--- config.mk ---
export PLATFORM = sky130hd
export DESIGN_NAME = piso_serializer
export DESIGN_NICKNAME = d
export VERILOG_FILES = /design/src/rtl/serdes_pkg.sv /design/src/rtl/piso_serializer_bit_tick_gen.sv /design/src/rtl/piso_serializer.sv
export SDC_FILE = /design/constraint.sdc
export NUM_CORES = 1
export LEC_CHECK = 0
export CAP_MARGIN = 5
export CORE_ASPECT_RATIO = 0.9
export CORE_MARGIN = 4
export CORE_UTILIZATION = 50
export CTS_CLUSTER_DIAMETER = 30
export DETAILED_ROUTE_END_ITERATION = 10
export PLACE_DENSITY = 0.74
export SLEW_MARGIN = 0
export SYNTH_ARGS = -nofsm -noshare
export SYNTH_HDL_FRONTEND = slang
export SYNTH_HIERARCHICAL = 1
export SYNTH_SLANG_ARGS = --single-unit
--- constraint.sdc ---
create_clock -name clk -period 3.4 [get_ports clk]
set_clock_uncertainty 0.05 [all_clocks]
set_input_delay 0.68 -clock clk [delete_from_list [all_inputs] [get_ports clk]]
set_output_delay 0.68 -clock clk [all_outputs]
set_load 0.02 [all_outputs]
--- src/rtl/serdes_pkg.sv ---
// Shared serial-link definitions: FSM state encoding used by both the PISO
// transmitter and the SIPO capture side.
package serdes_pkg;

  typedef enum logic [1:0] {
    ST_IDLE  = 2'd0,
    ST_SHIFT = 2'd1,
    ST_GAP   = 2'd2
  } serdes_state_e;

endpackage

--- src/rtl/piso_serializer_bit_tick_gen.sv ---
// Bit-period prescaler: emits a one-cycle bit_tick at the last clk cycle of
// every CLK_DIV-cycle bit period while enabled; clear restarts the period.
module bit_tick_gen #(
  parameter int CLK_DIV = 1
) (
  input  logic clk,
  input  logic rst,
  input  logic clr_i,
  input  logic en_i,
  output logic bit_tick_o
);

  localparam int CNT_W = $clog2(CLK_DIV) + 1;

  logic [CNT_W-1:0] cnt_q;
  logic [CNT_W-1:0] cnt_d;
  logic             last_s;

  assign last_s     = (cnt_q == CNT_W'(CLK_DIV - 1));
  assign bit_tick_o = en_i & last_s;

  always_comb begin
    cnt_d = cnt_q;
    if (clr_i) begin
      cnt_d = '0;
    end else if (en_i) begin
      cnt_d = last_s ? '0 : cnt_q + CNT_W'(1);
    end else begin
      cnt_d = cnt_q;
    end
  end

  always_ff @(posedge clk) begin
    if (rst) begin
      cnt_q <= '0;
    end else begin
      cnt_q <= cnt_d;
    end
  end

endmodule

--- src/rtl/piso_serializer.sv ---
// Parallel-in serial-out transmitter: accepts a word over valid/ready and
// shifts it onto line_out, one bit per CLK_DIV cycles, framed by frame_out.
module piso_serializer
  import serdes_pkg::*;
#(
  parameter int WIDTH      = 8,
  parameter bit MSB_FIRST  = 1'b1,
  parameter int CLK_DIV    = 1,
  parameter int GAP_CYCLES = 1,
  parameter bit IDLE_LEVEL = 1'b0
) (
  input  logic             clk,
  input  logic             rst,
  input  logic [WIDTH-1:0] data_in,
  input  logic             data_valid,
  output logic             data_ready,
  output logic             line_out,
  output logic             frame_out,
  output logic             busy,
  output logic             done
);

  localparam int BIT_W    = $clog2(WIDTH);
  localparam int GAP_W    = $clog2(GAP_CYCLES + 1) + 1;
  localparam int BIT_LAST = WIDTH - 1;
  localparam int GAP_LAST = (GAP_CYCLES > 0) ? (GAP_CYCLES - 1) : 0;

  serdes_state_e    state_q, state_d;
  logic [WIDTH-1:0] shift_q, shift_d;
  logic [BIT_W-1:0] bit_cnt_q, bit_cnt_d;
  logic [GAP_W-1:0] gap_cnt_q, gap_cnt_d;
  logic             line_q, line_d;
  logic             frame_q, frame_d;
  logic             busy_q, busy_d;
  logic             done_q, done_d;
  logic             ready_q, ready_d;
  logic             accept_s;
  logic             tick_s;

  // ready_q is only ever set while the FSM rests in IDLE
  assign accept_s = ready_q & data_valid & (state_q == ST_IDLE);

  bit_tick_gen #(
    .CLK_DIV(CLK_DIV)
  ) u_tick (
    .clk       (clk),
    .rst       (rst),
    .clr_i     (accept_s),
    .en_i      (state_q == ST_SHIFT),
    .bit_tick_o(tick_s)
  );

  always_comb begin
    state_d   = state_q;
    shift_d   = shift_q;
    bit_cnt_d = bit_cnt_q;
    gap_cnt_d = gap_cnt_q;
    line_d    = line_q;
    frame_d   = frame_q;
    done_d    = 1'b0;
    case (state_q)
      ST_IDLE: begin
        if (accept_s) begin
          state_d   = ST_SHIFT;
          shift_d   = data_in;
          bit_cnt_d = '0;
          line_d    = MSB_FIRST ? data_in[WIDTH-1] : data_in[0];
          frame_d   = 1'b1;
        end else begin
          state_d = ST_IDLE;
        end
      end
      ST_SHIFT: begin
        if (!tick_s) begin
          state_d = ST_SHIFT;
        end else if (bit_cnt_q == BIT_W'(BIT_LAST)) begin
          line_d    = IDLE_LEVEL;
          frame_d   = 1'b0;
          done_d    = 1'b1;
          gap_cnt_d = '0;
          state_d   = (GAP_CYCLES == 0) ? ST_IDLE : ST_GAP;
        end else begin
          // Next bit is the neighbour of the one currently on the line
          bit_cnt_d = bit_cnt_q + BIT_W'(1);
          shift_d   = MSB_FIRST ? (shift_q << 1) : (shift_q >> 1);
          line_d    = MSB_FIRST ? shift_q[WIDTH-2] : shift_q[1];
        end
      end
      ST_GAP: begin
        if (gap_cnt_q == GAP_W'(GAP_LAST)) begin
          state_d = ST_IDLE;
        end else begin
          gap_cnt_d = gap_cnt_q + GAP_W'(1);
        end
      end
      default: begin
        state_d = ST_IDLE;
        line_d  = IDLE_LEVEL;
        frame_d = 1'b0;
      end
    endcase
    busy_d  = (state_d != ST_IDLE);
    ready_d = (state_d == ST_IDLE);
  end

  always_ff @(posedge clk) begin
    if (rst) begin
      state_q   <= ST_IDLE;
      shift_q   <= '0;
      bit_cnt_q <= '0;
      gap_cnt_q <= '0;
      line_q    <= IDLE_LEVEL;
      frame_q   <= 1'b0;
      busy_q    <= 1'b0;
      done_q    <= 1'b0;
      ready_q   <= 1'b0;
    end else begin
      state_q   <= state_d;
      shift_q   <= shift_d;
      bit_cnt_q <= bit_cnt_d;
      gap_cnt_q <= gap_cnt_d;
      line_q    <= line_d;
      frame_q   <= frame_d;
      busy_q    <= busy_d;
      done_q    <= done_d;
      ready_q   <= ready_d;
    end
  end

  assign data_ready = ready_q;
  assign line_out   = line_q;
  assign frame_out  = frame_q;
  assign busy       = busy_q;
  assign done       = done_q;

endmodule
======== After elaboration in Yosys (flattened, before gate mapping) ========
Cells that the tools add are included.
word-level totals
  input port bits ......................... 11
  output and inout bits ................... 5
  register bits after elaboration ......... 20
  word-level logic and storage cells ...... 67
operators by class
  add/subtract/negate cells ............... 3
  equal/unequal tests ..................... 8
  reduce and logical (&&, ||, !) cells .... 12
  multiplexer cells ....................... 27
  bitwise gates (word level) .............. 7
operator list
  operator                                                         number
  7-bit 2-to-1 mux                                                 3
  7-bit one-hot mux with 2 select lines                            1
  2-bit 2-to-1 mux                                                 6
  4-bit AND reduction                                              3
  2-bit inequality test, second input constant                     5
  1-bit 2-to-1 mux                                                 9
  3-bit 2-to-1 mux                                                 3
  2-bit zero test                                                  3
  1-bit one-hot mux with 3 select lines                            2
  2-bit one-hot mux with 3 select lines                            1
  3-bit one-hot mux with 2 select lines                            1
  2-bit nonzero test                                               3
  1-bit NOT                                                        4
  2-bit one-hot mux with 2 select lines                            1
  3-bit by 1-bit adder with 3-bit output, second input constant    1
  1-bit bitwise AND                                                3
  3-bit == test, second input constant                             1
  3-bit AND reduction                                              1
  3-bit OR reduction                                               1
  2-bit by 1-bit adder with 2-bit output, second input constant    1
  2-bit by 1-bit == test with 1-bit output, second input constant  1
  2-bit == test, second input constant                             1
  2-bit OR reduction                                               1
  1-bit adder, second input constant                               1

======== Longest topological paths before layout ========
Gate-level depths: netlist (run 1).
  depth in word-level cells ............... 5
  gate-level depth with buffers ........... 9

======== Hierarchy ========
The synthesis (run 1) kept the hierarchy.
modules (own cells, without submodules)
  module           cells an instance  times used  sequential area each (sq um)  area each (sq um)
  piso_serializer  95                 1           380.4                         885.8
  bit_tick_gen     1                  1           0.0                           7.5

======== Worst setup path after synthesis (run 1) ========
OpenSTA, ideal clock, no wires.
  kind .................................... register -> register
  start point ............................. register state_q[0]
  end point ............................... register shift_q[1]
  clock period less this slack ............ 1.643 ns
  slack ................................... 1.757 ns
  data arrival time ....................... 1.508 ns
  cell stages (with the launch flop) ...... 10
  required time ........................... 3.264 ns
  cell sequence ........................... dfxtp_1 buf_6 buf_2 inv_1 nor2_1 buf_4 and4bb_2 buf_2 nor3_1 a211oi_1
on the way
  longest elaborated chain between the ends .. 4
RTL lines
  what                                      line                                text
  from (decl)                               piso_serializer.sv:28               serdes_state_e state_q, state_d;
  from (signal assigned)                    piso_serializer.sv:118              state_q <= state_d;
  2-bit by 1-bit == test with 1-bit output  piso_serializer.sv:49               .en_i (state_q == ST_SHIFT),
  1-bit bitwise AND                         piso_serializer_bit_tick_gen.sv:20  assign bit_tick_o = en_i & last_s;
  net tick_s                                piso_serializer.sv:38               logic tick_s;
  2-bit inequality test (no source line)    n/a
  4-bit AND reduction (no source line)      n/a
  to (signal assigned)                      piso_serializer.sv:119              shift_q <= shift_d;
  to (decl)                                 piso_serializer.sv:29               logic [WIDTH-1:0] shift_q, shift_d;
The timed path passes the listed nets, and every way through them passes these cells.
A chain may end at the register's enable or synchronous reset.

======== Worst setup path in the final report (run 1) ========
  start point ............................. register state_q[0]
  end point ............................... register shift_q[6]
on the way
  longest elaborated chain between the ends .. 4
RTL lines
  what                                                                                line
  2-bit by 1-bit == test with 1-bit output / 2-bit zero test (equally long branches)  piso_serializer.sv:49, piso_serializer.sv:61, piso_serializer.sv:41
  1-bit bitwise AND, on equally long branches                                         piso_serializer_bit_tick_gen.sv:20, piso_serializer.sv:41
  2-bit inequality test (no source line)                                              n/a
  4-bit AND reduction (no source line)                                                n/a
Several ways; a longest one is shown, not always the timed one.

==> out/metrics.cfg, run 1 <==
[logic_synthesis]
synth_warnings=6
synth-seq-area-share_pct=42.58
synthSimpleGateAreaFrac_pct=22.83
synth_top_family_by_area=simple AND/OR/NAND/NOR gates
synth_area_per_cell_um2=9.306
yosysTopAreaCellShare_pct=42.58
synth_cell_types=27
syn_nets=110
synth_area_leaders=dfxtp_1, a21oi_1, mux2i_1
ys_ff_latch=19
synthMuxAreaShare_pct=6.723
netlist_instances=96
synth_largest_area_cell=dfxtp_1
synthXorXnorAreaFrac_pct=0
netlist_area_um2=893.4
synthAdderAreaFrac_pct=4.202
synth_compound_area_share_pct=14.85

[layout]
antenna_cells=0
drive_gt1_share_pct=7.407
mostFrequentLayoutCell=dfxtp_1
syn2layout_area_growth_pct=17.37
post-route-cell-area_um2=1049
nNetsFinal=123
multi_input_area_um2=434.2
regArea_um2=380.4
fill_cells=160
mostFrequentLayoutCells=dfxtp_1, clkdlybuf4s50_1, a21oi_1

[outcome]
status=completed

[floorplan]
die_y_um=48.10
initial_core_util_pct=53.13
row_count=14
core_um2=1682
die_w_um=52.56
fp.dieArea_um2=2528
pin_count=16

[critical_path]
cp-end-kind=register
crit_arrival_ps=2160
crit_chain=buf_4 -> inv_1 -> nor2_1 -> nand4bb_1 -> nand2_1 -> a211oi_1
path_buf_inv=2
cp_top_family=simple AND/OR/NAND/NOR gates
r2r_slack_ps=1360
critPathKind=register to register
crit_slowest_cell=dfxtp_1
critPathMaxFanout=12
worst_setup_path_start_kind=register
cp_data_required_time_ps=3510
max_stage_delay_ps=570

[clock_network]
post_cts_buffers=0
clk_pin_slew_ps=110
clk_latency_ps=300
clock-sinks=19
cts_made_buffers=3
h-tree-depth=1
cts_resized=0
cts-hold-fix-buffers=0
cts_buffer_depth=2
cts-root-buf=clkbuf_4
cts_tree=yes

[sta]
tns_ps=0
drv_slew=0
finalSetupViolCount=0
rsz0062_at_grt=no
hold_viol_final=0
finalCriticalPeriod_ps=2044
max_freq_mhz=489.1
min_period_over_period_pct=60.13
max_slew_margin_pct=54.90
worst_pin_slew_ps=674.4

[power_and_ir_drop]
combPwrFrac_pct=15.6
internal_power_uw=314.8
leakagePower_uw=0.0003684
power_density_nw_per_um2=405.2
p_sw_share_pct=25.90
clkPwrFrac_pct=27.2
power_frac_seq_pct=57.2
peakVddDrop_uv=232.6
power.switching_uw=110.0

[global_routing]
grt_pass1_wl_um=2642
grtUsageTotal_pct=14.44
gr-total-overflow=0
antenna_found_initial=0
grt_max_degree=21
first_global_vias=630

[drt]
drtAntennaViolNets=0
wl_um=1613
detail_route.first_pass.iterations=4
vias=720
detail_route.wl_per_cell_um=12.22
via_per_inst=5.455
drt-initial-drc-count=5
drc=0

[placed_design]
hpwl_um=1169
gp_congestion=0.7314
port_buffers=15
postPlaceCellArea_um2=1022

[hold_path]
hold_class=register to register

[job]
timing.max_cap.violations=0

path summary, 6_finish.rpt:
path                                   from                         to  depth (start not counted)
setup / recovery      state_q[0]$_SDFF_PP0_    shift_q[6]$_SDFFE_PP0P_                          6
hold / removal    gap_cnt_q[0]$_SDFFE_PP0P_  gap_cnt_q[0]$_SDFFE_PP0P_                          2
setup reg to reg      state_q[0]$_SDFF_PP0_    shift_q[6]$_SDFFE_PP0P_                          6
hold reg to reg   gap_cnt_q[0]$_SDFFE_PP0P_  gap_cnt_q[0]$_SDFFE_PP0P_                          2
per-layer routing:
metal / wire length, µm / track usage, % / up-vias
met5: 0 / 0 / -
met3: 82 / 3.976 / 3
met2: 732 / 22.52 / 15
li1: - / - / 374
met4: 22 / 7.653 / 0
met1: 775 / 18.50 / 328
cell usage after synthesis:
master     instances
a211oi_1           6
a21oi_1           12
and2b_1            1
and3b_1            1
and4b_1            1
and4bb_2           1
buf_2              2
buf_4              1
buf_6              3
clkbuf_1           2
clkinv_4           1
dfxtp_1           19
ha_1               3
inv_1              3
mux2i_1            6
nand2_1            5
nand2b_1           1
nand3_1            8
nand3b_1           1
nand4b_1           1
nand4bb_1          2
nor2_1             4
nor3_1             7
o21ai_0            2
o21ai_2            1
o32ai_1            1
or3b_4             1
power groups by stage:
stage / logic [µW] / clock network, µW / registers, µW
finish: 66.3 / 116 / 243
global route: 72.8 / 128 / 245
CTS: 66.7 / 121 / 243
detailed placement: 66.4 / 0 / 248
global placement: 65.2 / 0 / 248
floorplan: 43.4 / 0 / 249
registers in the layout, summed over array words and instances (netlist names):
register	cells
bit_cnt_q	3
busy	1
frame_out	1
done	1
line_out	1
state_q	2
gap_cnt_q	2
data_ready	1
shift_q	7
area by class of cell:
type / instances / share of cell area, %
repair buffers: 16 / 15.04
inverters: 4 / 1.909
well taps: 24 / 2.864
clock buffers: 4 / 2.506
multi-input cells: 65 / 41.41
flip-flops and latches: 19 / 36.28
kinds of logic (layout without fill, tap and decap cells):
kind of cell             count (synthesis)  after routing
flip-flops                              19             19
multiplexers                             6              6
buffers and inverters                   12             24
AO/OA/AOI/OAI                           22             22
adder cells (fa/ha/maj)                  3              3
AND/OR/NAND/NOR                         34             34
through the flow:
step	power, µW	util, %	hold slack (ps)	cells	setup WS, ps
after floorplan	292.4	-	393.6	96	1757
after global placement	313.0	60.79	406.2	128	1281
after detailed placement	314.6	60.79	412.1	128	1216
after CTS	430.7	62.35	427.6	132	1357
after global routing	446.0	62.35	447.7	132	1135
final	424.8	62.35	423.4	132	1356
tightest hold or removal path, cell delays in order, from the launching register on:
cell and delay [ps]:
dfxtp_1 330, nand3_1 60, a21oi_1 50
No activity file was read; power rests on OpenSTA's default activity.
==> run 2: changes to the inputs <==
clock period = 2.1 ns   (was 3.4 ns; I/O delays follow)
==> out/metrics.cfg, run 2 (synthesis results as in run 1) <==
[power_and_ir_drop]
peakVddDrop_uv=543.1  ; +130%
power_frac_seq_pct=56.9  ; -0.3 points
internal_power_uw=510.7  ; +62%
power_density_nw_per_um2=648.9  ; +60%
clkPwrFrac_pct=26.6  ; -0.6 points
combPwrFrac_pct=16.6  ; +1.0 points
p_sw_share_pct=25.47  ; -0.44 points
power.switching_uw=174.5  ; +59%
leakagePower_uw=0.0003732  ; +1.3%

[layout]
fill_cells=158  ; -1.3%
drive_gt1_share_pct=8.257  ; +0.85 points
reg_top3=shift_q x7, bit_cnt_q x3
antenna_cells=0  ; unchanged
nNetsFinal=124  ; +0.81%
final_util_pct=62.80  ; +0.45 points
regMostFlops=shift_q
mostFrequentLayoutCell=dfxtp_1
largest_reg_flops=7  ; unchanged
syn2layout_area_growth_pct=18.21
mostFrequentLayoutCells=dfxtp_1, clkdlybuf4s50_1, a21oi_1

[critical_path]
cp_top_family=buffers and inverters
critPathKind=register to output pin
worst_setup_path_start_kind=register
cp_data_required_time_ps=1630  ; -1880 ps
critPathMaxFanout=4  ; -8
max_stage_delay_ps=620  ; +50 ps
crit_chain=clkdlybuf4s50_1
path_buf_inv=1  ; -1
rr_worst_depth=5  ; -1
crit_arrival_ps=1290  ; -870 ps
cp.depth=1  ; -5
cp-end-kind=output pin
crit_slowest_cell=clkdlybuf4s50_1

[drt]
drt-initial-drc-count=8  ; +3
via_per_inst=5.346  ; -2.0%
vias=711  ; -1.3%
wl_um=1681  ; +4.2%
drtAntennaViolNets=0  ; unchanged
detail_route.first_pass.iterations=4  ; unchanged
detail_route.wl_per_cell_um=12.64  ; +3.4%
drc=0  ; unchanged

[clock_network]
cts_buffer_depth=2  ; unchanged
cts-root-buf=clkbuf_4
cts-hold-fix-buffers=0  ; unchanged
cts_resized=0  ; unchanged
post_cts_buffers=0  ; unchanged
h-tree-depth=1  ; unchanged
clk_latency_ps=290  ; about the same
cts_tree=yes
clock-sinks=19  ; unchanged
cts_made_buffers=3  ; unchanged
clk_pin_slew_ps=100  ; about the same

[sta]
tns_ps=0  ; unchanged
finalCriticalPeriod_ps=1756
rsz0062_at_grt=no
finalSetupViolCount=0  ; unchanged
max_slew_margin_pct=71.94  ; +17 points
max_freq_mhz=569.3
hold_viol_final=0  ; unchanged
setup_slack_ps=343.6  ; -1012 ps
drv_slew=0  ; unchanged
timing.hold.ws_ps=425.3  ; +1.938 ps
worst_pin_slew_ps=418.5  ; -255.9 ps
min_period_over_period_pct=83.64

[floorplan]
row_count=14  ; unchanged
die_y_um=48.10  ; unchanged
core_um2=1682  ; unchanged
fp.dieArea_um2=2528  ; unchanged
die_w_um=52.56  ; unchanged
pin_count=16  ; unchanged
initial_core_util_pct=53.13  ; unchanged

[global_routing]
gr-total-overflow=0  ; unchanged
antenna_found_initial=0  ; unchanged
grtUsageTotal_pct=15.77  ; +1.3 points
first_global_vias=678  ; +7.6%
grt_max_degree=18  ; -14%
grt_pass1_wl_um=2980  ; +13%

[hold_path]
hold_depth=2  ; unchanged
hold_class=register to register

[outcome]
status=completed

[placed_design]
dp_slack_ps=210.3  ; -1006 ps
gp_congestion=0.7946  ; +8.6%
hpwl_um=1182  ; +1.1%
port_buffers=15  ; unchanged

[job]
timing.max_cap.violations=0  ; unchanged

-- run 2: changes by cell type in the layout (fill, tap and decap cells not counted) --
| cell | previous run | this run |
|---|---|---|
| buf_4 | 1 | 2 |
-- run 2: final timing paths --
path | endpoint | slack (ps) | startpoint
setup reg to reg | shift_q[5]$_SDFFE_PP0P_ | 440 | bit_cnt_q[0]$_SDFFE_PP0P_
setup / recovery | data_ready | 340 | data_ready$_SDFF_PP0_
hold reg to reg | gap_cnt_q[1]$_SDFFE_PP0P_ | 430 | gap_cnt_q[1]$_SDFFE_PP0P_
hold / removal | gap_cnt_q[1]$_SDFFE_PP0P_ | 430 | gap_cnt_q[1]$_SDFFE_PP0P_
-- run 2: cell type report --
cell class,count,area [µm²],share of cell area [%]
sequential,19,380.4,36.02
inverter,4,20.02,1.896
clock buffer,4,26.28,2.488
multi-input combinational,65,434.2,41.11
tap,24,30.03,2.844
timing repair buffer,17,165.2,15.64
-- run 2: through the flow --
| step | std cells | total power, µW | instance area (µm²) |
|---|---|---|---|
| 4_1_cts | 133 | 689.0 | 1056 |
| 2_1_floorplan | 96 | 473.4 | 893.4 |
| 5_1_grt | 133 | 721.5 | 1056 |
| 6_report | 133 | 685.2 | 1056 |
| 3_5_place_dp | 129 | 511.4 | 1030 |
| 3_3_place_gp | 129 | 508.5 | 1030 |
-- run 2: tightest hold or removal path, stage by stage (launching register included) --
cell and delay, ps:
dfxtp_1 320, nand3_1 60, a21oi_1 60
-- run 2: routing by layer --
metal | global-route usage [%] | routed length [µm] | up-vias
met2 | 27.23 | 780 | 14
li1 | - | - | 374
met4 | 1.531 | 10 | 0
met3 | 5.505 | 97 | 2
met1 | 20.04 | 792 | 321
met5 | 0 | 0 | -
-- run 2: power by group through the flow --
stage	Combinational [µW]	Sequential [µW]	Clock, µW
2_1_floorplan	70.2	403	0
3_3_place_gp	111	397	0
3_5_place_dp	113	398	0
4_1_cts	114	390	185
5_1_grt	125	393	204
6_report	114	390	182
